[src/rtl/apb_controller_if.sv]
// rtl/apb_controller_if.sv - AHB-side request and APB-side bus signals of the AHB-to-APB bridge
interface apb_controller_if;
  logic        valid;
  logic        hwrite;
  logic [31:0] haddr;
  logic [31:0] hwdata;
  logic [2:0]  tempselx;
  logic [31:0] prdata;
  logic        pwrite;
  logic        penable;
  logic [2:0]  pselx;
  logic [31:0] paddr;
  logic [31:0] pwdata;
  logic        hreadyout;
  logic [31:0] hrdata;

  modport slave (
    input  valid, hwrite, haddr, hwdata, tempselx, prdata,
    output pwrite, penable, pselx, paddr, pwdata, hreadyout, hrdata
  );

  modport master (
    output valid, hwrite, haddr, hwdata, tempselx, prdata,
    input  pwrite, penable, pselx, paddr, pwdata, hreadyout, hrdata
  );
endinterface

[src/rtl/apb_controller.sv]
// rtl/apb_controller.sv - AHB-to-APB bridge controller with configurable APB ENABLE wait cycles
module apb_controller #(
  parameter int unsigned WAIT_CYCLES = 0
) (
  input logic             hclk,
  input logic             hresetn,
  apb_controller_if.slave bus
);
  typedef enum logic [2:0] {
    IDLE, WWAIT, WSETUP, WENABLE, RSETUP, RENABLE
  } state_t;

  localparam logic [3:0] WAIT_LD = 4'(WAIT_CYCLES);

  state_t      state;
  logic [3:0]  cnt;
  logic [31:0] addr_q;
  logic [2:0]  sel_q;
  logic [31:0] rdata_q;
  logic        pwrite_q;
  logic        penable_q;
  logic [2:0]  pselx_q;
  logic [31:0] paddr_q;
  logic [31:0] pwdata_q;
  logic        hready_q;

  logic is_last;
  logic accept;

  assign is_last = ((state == WENABLE) || (state == RENABLE)) && (cnt == 4'd0);
  assign accept  = bus.valid && (bus.tempselx != 3'b000) && ((state == IDLE) || is_last);

  always_ff @(posedge hclk or negedge hresetn) begin
    if (!hresetn) begin
      state     <= IDLE;
      cnt       <= 4'd0;
      addr_q    <= 32'd0;
      sel_q     <= 3'b000;
      rdata_q   <= 32'd0;
      pwrite_q  <= 1'b0;
      penable_q <= 1'b0;
      pselx_q   <= 3'b000;
      paddr_q   <= 32'd0;
      pwdata_q  <= 32'd0;
      hready_q  <= 1'b1;
    end else begin
      if ((state == RENABLE) && (cnt == 4'd0))
        rdata_q <= bus.prdata;
      if (((state == WENABLE) || (state == RENABLE)) && (cnt != 4'd0)) begin
        cnt      <= cnt - 4'd1;
        hready_q <= (cnt == 4'd1);
      end

      if (accept) begin
        // A new transfer may start straight out of the final ENABLE cycle.
        addr_q    <= bus.haddr;
        sel_q     <= bus.tempselx;
        penable_q <= 1'b0;
        if (bus.hwrite) begin
          state    <= WWAIT;
          pselx_q  <= 3'b000;
          hready_q <= 1'b1;
        end else begin
          state    <= RSETUP;
          pselx_q  <= bus.tempselx;
          paddr_q  <= bus.haddr;
          pwrite_q <= 1'b0;
          hready_q <= 1'b0;
        end
      end else begin
        case (state)
          IDLE: state <= IDLE;
          WWAIT: begin
            // Write data arrives in the AHB data phase, one cycle after the address.
            state     <= WSETUP;
            pwdata_q  <= bus.hwdata;
            pselx_q   <= sel_q;
            paddr_q   <= addr_q;
            pwrite_q  <= 1'b1;
            penable_q <= 1'b0;
            hready_q  <= 1'b0;
          end
          WSETUP, RSETUP: begin
            state     <= (state == WSETUP) ? WENABLE : RENABLE;
            cnt       <= WAIT_LD;
            penable_q <= 1'b1;
            hready_q  <= (WAIT_LD == 4'd0);
          end
          WENABLE, RENABLE: begin
            if (cnt == 4'd0) begin
              state     <= IDLE;
              pselx_q   <= 3'b000;
              penable_q <= 1'b0;
              hready_q  <= 1'b1;
            end
          end
          default: state <= IDLE;
        endcase
      end
    end
  end

  assign bus.pwrite    = pwrite_q;
  assign bus.penable   = penable_q;
  assign bus.pselx     = pselx_q;
  assign bus.paddr     = paddr_q;
  assign bus.pwdata    = pwdata_q;
  assign bus.hreadyout = hready_q;
  assign bus.hrdata    = ((state == RENABLE) && (cnt == 4'd0)) ? bus.prdata : rdata_q;
endmodule

[src/flat_wrapper.sv]
// flat-port wrapper written by rule: the top's interface ports become plain ports
module apb_controller_flat 
#(
  parameter int unsigned WAIT_CYCLES = 0
)
  (hclk, hresetn, bus_valid, bus_hwrite, bus_haddr, bus_hwdata, bus_tempselx, bus_prdata, bus_pwrite, bus_penable, bus_pselx, bus_paddr, bus_pwdata, bus_hreadyout, bus_hrdata);
  apb_controller_if bus_i ();
  input logic hclk;
  input logic hresetn;
  input wire logic [$bits(bus_i.valid)-1:0] bus_valid;
  input wire logic [$bits(bus_i.hwrite)-1:0] bus_hwrite;
  input wire logic [$bits(bus_i.haddr)-1:0] bus_haddr;
  input wire logic [$bits(bus_i.hwdata)-1:0] bus_hwdata;
  input wire logic [$bits(bus_i.tempselx)-1:0] bus_tempselx;
  input wire logic [$bits(bus_i.prdata)-1:0] bus_prdata;
  output wire logic [$bits(bus_i.pwrite)-1:0] bus_pwrite;
  output wire logic [$bits(bus_i.penable)-1:0] bus_penable;
  output wire logic [$bits(bus_i.pselx)-1:0] bus_pselx;
  output wire logic [$bits(bus_i.paddr)-1:0] bus_paddr;
  output wire logic [$bits(bus_i.pwdata)-1:0] bus_pwdata;
  output wire logic [$bits(bus_i.hreadyout)-1:0] bus_hreadyout;
  output wire logic [$bits(bus_i.hrdata)-1:0] bus_hrdata;
  assign bus_i.valid = bus_valid;
  assign bus_i.hwrite = bus_hwrite;
  assign bus_i.haddr = bus_haddr;
  assign bus_i.hwdata = bus_hwdata;
  assign bus_i.tempselx = bus_tempselx;
  assign bus_i.prdata = bus_prdata;
  assign bus_pwrite = bus_i.pwrite;
  assign bus_penable = bus_i.penable;
  assign bus_pselx = bus_i.pselx;
  assign bus_paddr = bus_i.paddr;
  assign bus_pwdata = bus_i.pwdata;
  assign bus_hreadyout = bus_i.hreadyout;
  assign bus_hrdata = bus_i.hrdata;
  apb_controller #(.WAIT_CYCLES(WAIT_CYCLES)) u_core (.hclk(hclk), .hresetn(hresetn), .bus(bus_i));
endmodule
[config.mk]
export PLATFORM = sky130hd
export DESIGN_NAME = apb_controller_flat
export DESIGN_NICKNAME = d
export VERILOG_FILES = /design/src/rtl/apb_controller_if.sv /design/src/rtl/apb_controller.sv /design/src/flat_wrapper.sv
export SDC_FILE = /design/constraint.sdc
export NUM_CORES = 1
export LEC_CHECK = 0
export CORE_MARGIN = 2
export CORE_UTILIZATION = 46
export CTS_CLUSTER_DIAMETER = 80
export DETAILED_ROUTE_END_ITERATION = 10
export PLACE_DENSITY_LB_ADDON = 0.12
export SLEW_MARGIN = 5
export SYNTH_ARGS = -nofsm -noshare
export SYNTH_HDL_FRONTEND = slang
export SYNTH_SLANG_ARGS = --single-unit
export TNS_END_PERCENT = 20
[constraint.sdc]
create_clock -name hclk -period 3.1 [get_ports hclk]
set_input_delay 0.31 -clock hclk [delete_from_list [all_inputs] [get_ports hclk]]
set_output_delay 0.31 -clock hclk [all_outputs]
set_load 0.02 [all_outputs]
==> results of run 1 <==
## power groups by stage
stage	Combinational [mW]	Sequential, mW	Clock [mW]
after global routing	5.77	3.36	2.01
after detailed placement	5.54	3.28	0
final	5.35	3.26	1.87
after CTS	5.39	3.26	1.92
after global placement	5.43	3.23	0
after floorplan	2.84	3.75	0
## state kept, by name, indices dropped and copies added, names as in the netlist
| name | flops |
|---|---|
| u_core.bus.pwdata | 32 |
| u_core.bus.hreadyout | 1 |
| u_core.bus.pwrite | 1 |
| u_core.state | 3 |
| u_core.bus.pselx | 3 |
| u_core.cnt | 4 |
| u_core.sel_q | 3 |
| u_core.addr_q | 32 |
| u_core.rdata_q | 32 |
| u_core.bus.penable | 1 |
| u_core.bus.paddr | 32 |
## per-stage QoR
| step | power, mW | hold slack, ns | worst slack, ns |
|---|---|---|---|
| after detailed placement | 8.82 | 0.399 | 0.117 |
| after global placement | 8.66 | 0.402 | 0.216 |
| final | 10.5 | 0.467 | 0.113 |
| after global routing | 11.1 | 0.473 | 0.0136 |
| after CTS | 10.6 | 0.449 | 0.0201 |
| after floorplan | 6.60 | 0.0144 | 0.714 |
## synthesized netlist by cell type (2+ instances only)
| cell | n |
|---|---|
| nor3b_2 | 2 |
| a32o_1 | 3 |
| buf_6 | 4 |
| a31oi_1 | 23 |
| inv_1 | 3 |
| a21oi_1 | 4 |
| nand2b_1 | 2 |
| o22ai_1 | 3 |
| a31oi_4 | 10 |
| buf_2 | 7 |
| nor2b_1 | 2 |
| dfrtp_1 | 143 |
| nor3_1 | 4 |
| nand4_1 | 2 |
| o21ai_0 | 39 |
| ha_1 | 3 |
| nand2_1 | 38 |
| nor2_1 | 7 |
| nor4_1 | 33 |
| clkbuf_1 | 26 |
| nand3_1 | 34 |
| mux2_2 | 70 |
## final timing paths
check	cells past startpoint	startpoint	slack, ns	endpoint
min	3	bus_haddr[24]	0.47	u_core.addr_q[24]
min in group asynchronous	2	hresetn	0.49	u_core.addr_q[3]
max	8	u_core.cnt[1]	0.11	bus_hrdata[18]
max reg2reg	8	u_core.cnt[1]	0.56	u_core.bus.paddr[14]
min reg2reg	1	u_core.rdata_q[19]	0.49	u_core.rdata_q[19]
max in group asynchronous	3	hresetn	1.76	u_core.addr_q[6]
## critical path, delay by kind of cell, from the launching register on
family / cells / cell delay, ns
adder cells (fa/ha/maj): 1 / 0.22
buffers and inverters: 3 / 0.65
flip-flops: 1 / 0.39
multiplexers: 1 / 0.30
AND/OR/NAND/NOR: 3 / 0.67
## placed cells by master, fill, tap and decap left out, types with 2 or more instances in the layout
| master | synthesis | final |
|---|---|---|
| dfrtp_1 | 143 | 143 |
| nand2_1 | 38 | 38 |
| nand3_1 | 34 | 34 |
| clkbuf_8 | 0 | 3 |
| clkinv_2 | 0 | 4 |
| a31oi_4 | 10 | 10 |
| nor3_1 | 4 | 4 |
| mux2_2 | 70 | 70 |
| o22ai_1 | 3 | 3 |
| a32o_1 | 3 | 3 |
| ha_1 | 3 | 2 |
| nand2b_1 | 2 | 2 |
| clkbuf_16 | 0 | 17 |
| nand4_1 | 2 | 2 |
| clkdlybuf4s50_1 | 0 | 171 |
| buf_4 | 0 | 18 |
| o21ai_0 | 39 | 39 |
| nor2_1 | 7 | 6 |
| a31oi_1 | 23 | 22 |
| clkbuf_1 | 26 | 5 |
| nor2b_1 | 2 | 2 |
| dlygate4sd2_1 | 0 | 29 |
| inv_1 | 3 | 2 |
| a21oi_1 | 4 | 4 |
| nor4_1 | 33 | 33 |
| clkdlybuf4s15_1 | 0 | 3 |
## kinds of logic after synthesis
group	Yosys count
compound gates	93
xor+xnor	2
fa+ha+maj	3
buf+inv	41
flops	144
mux	70
simple gates	131
## repair_timing
action | in CTS | in global routing
hold buffers | 1 | 0
endpoints found under the hold margin | 78 | 0
gates resized for setup | 34 | 10
setup endpoints to repair | 32 | 32
gates cloned | 0 | 0
## cell type report
class,count,area (um2)
Fill cell,981,3940
Sequential cell,144,3600
Multi-Input combinational cell,299,2290
Timing Repair Buffer,224,2170
Clock buffer,25,485
Tap cell,172,215
Clock inverter,6,57.6
Inverter,3,11.3
## per-layer routing
| layer | track usage (%) | share of wire [%] | vias to the layer above |
|---|---|---|---|
| li1 | - | - | 2194 |
| met1 | 27.1 | 38 | 2372 |
| met2 | 39.4 | 51 | 200 |
| met3 | 9.29 | 9.0 | 25 |
| met4 | 9.97 | 1.9 | 0 |
| met5 | 0 | 0 | - |
==> reports/results.ini, run 1 <==
[power]
ir_worst_vdd_mv=0.610
power_frac_comb_pct=51.0
seq_power_share_pct=31.1
power_density_nw_per_um2=1190
p_sw_share_pct=38.6
p_leak_nw=3.70
switchingPower_mw=4.04
intPower_mw=6.44
p_clk_share_pct=17.9

[finish]
antenna_cells=0
final_area_um2=8830
drive_above_1_share_pct=19.8
fin_nets=795
final_core_util_pct=69.1
area_growth_syn_to_layout_pct=45.4
stdcell_count=873

[setup_path]
critPathMaxStageDelay_ns=0.41
crit_path_end_kind=output port
cp_max_fo=32
worstPathCellList=inv_1 > ha_2 > or3b_4 > nor2_4 > nand3b_1 > buf_12 > mux2_2 > dlygate4sd2_1
arrival_ns=2.68
crit_slowest_cell=or3b_4
cp-start-kind=register
critical_path_class=reg -> out
required_ns=2.79

[grt]
overflow=0
grt_max_degree=83
grt_usage_pct=23.7
first_global_vias=5205
grt_pass1_wl_mm=26.3
grt_antenna_before_repair=0

[placement]
hpwl_mm=10.8
placed_area_um2=8290
io_buffers=204
gp_congestion=0.832
dp_cells=841

[outcome]
outcome=completed

[sta]
rsz0062_at_grt=no
hold_viol_final=0
final.min_clock_period_ns=2.99
setup_viol=0
worst_clock_skew_ns=0.00492
worst_pin_slew_ns=0.744
fin_setup_tns_ns=0
slew_headroom_pct=50.4
finalCritPeriodShare_pct=96.4
fmax_mhz=335
drv_slew=0

[clock_tree]
clkTransAtPathRegs_ns=0.06
clkSinkCount=144
clkLatencyLatePin_ns=0.41
cts_buffers=17
post_cts_buffers=0
htreeDepth=4
clockBufferDepth=2
root_buffer=clkbuf_16
cts_tree=yes

[synth]
synth_top_area_share_pct=58.9
ys.flop_type=dfrtp_1
ys_ff_latch=144
synth_top_family_by_area=multiplexers
synth_nets=590
postSynthCellCount=484
yosys.area.top_type=dfrtp_1
synth_compound_area_share_pct=11.8
synthSimpleGateAreaFrac_pct=11.5
yosys_warnings=0
synth.avg_cell_area_um2=12.5
yosysSeqAreaShare_pct=59.4
synth.distinct_cells=44
synth-xor-area-share_pct=0.288
synth_adder_area_share_pct=0.618
synth.cell_area_um2=6070
async_flop_share_pct=100
synth_area_leaders=dfrtp_1, mux2_2, a31oi_4, nor4_1, o21ai_0
synth_edf_count=0
muxShareOfSynthArea_pct=13.0

[floorplan]
die_area_um2=14100
start_util_pct=47.5
die_x_um=119
io_pins=205
coreArea_um2=12800
num_rows=41
die-height_um=119

[routing]
finalWirelength_mm=15.9
wl_per_cell_um=18.3
ant_nets=0
vias_per_cell=5.49
vias=4791
route.detailed.drc=0
drt_first_pass_iters=5
drt_iter0_drc=284

[flow_run]
cap_violations=0

[worst_hold_path]
hp-class=in -> reg

Power figures use the tool's default switching activity.
==> run 2, diff against run 1 <==
--- a/config.mk
+++ b/config.mk
@@ -5,9 +5,11 @@
 export SDC_FILE = /design/constraint.sdc
 export NUM_CORES = 1
 export LEC_CHECK = 0
+export CAP_MARGIN = 40
 export CORE_MARGIN = 2
 export CORE_UTILIZATION = 46
 export CTS_CLUSTER_DIAMETER = 80
+export CTS_CLUSTER_SIZE = 12
 export DETAILED_ROUTE_END_ITERATION = 10
 export PLACE_DENSITY_LB_ADDON = 0.12
 export SLEW_MARGIN = 5
==> results of run 2 <==
The final DEF is identical to that of run 1; final timing and power are the same.
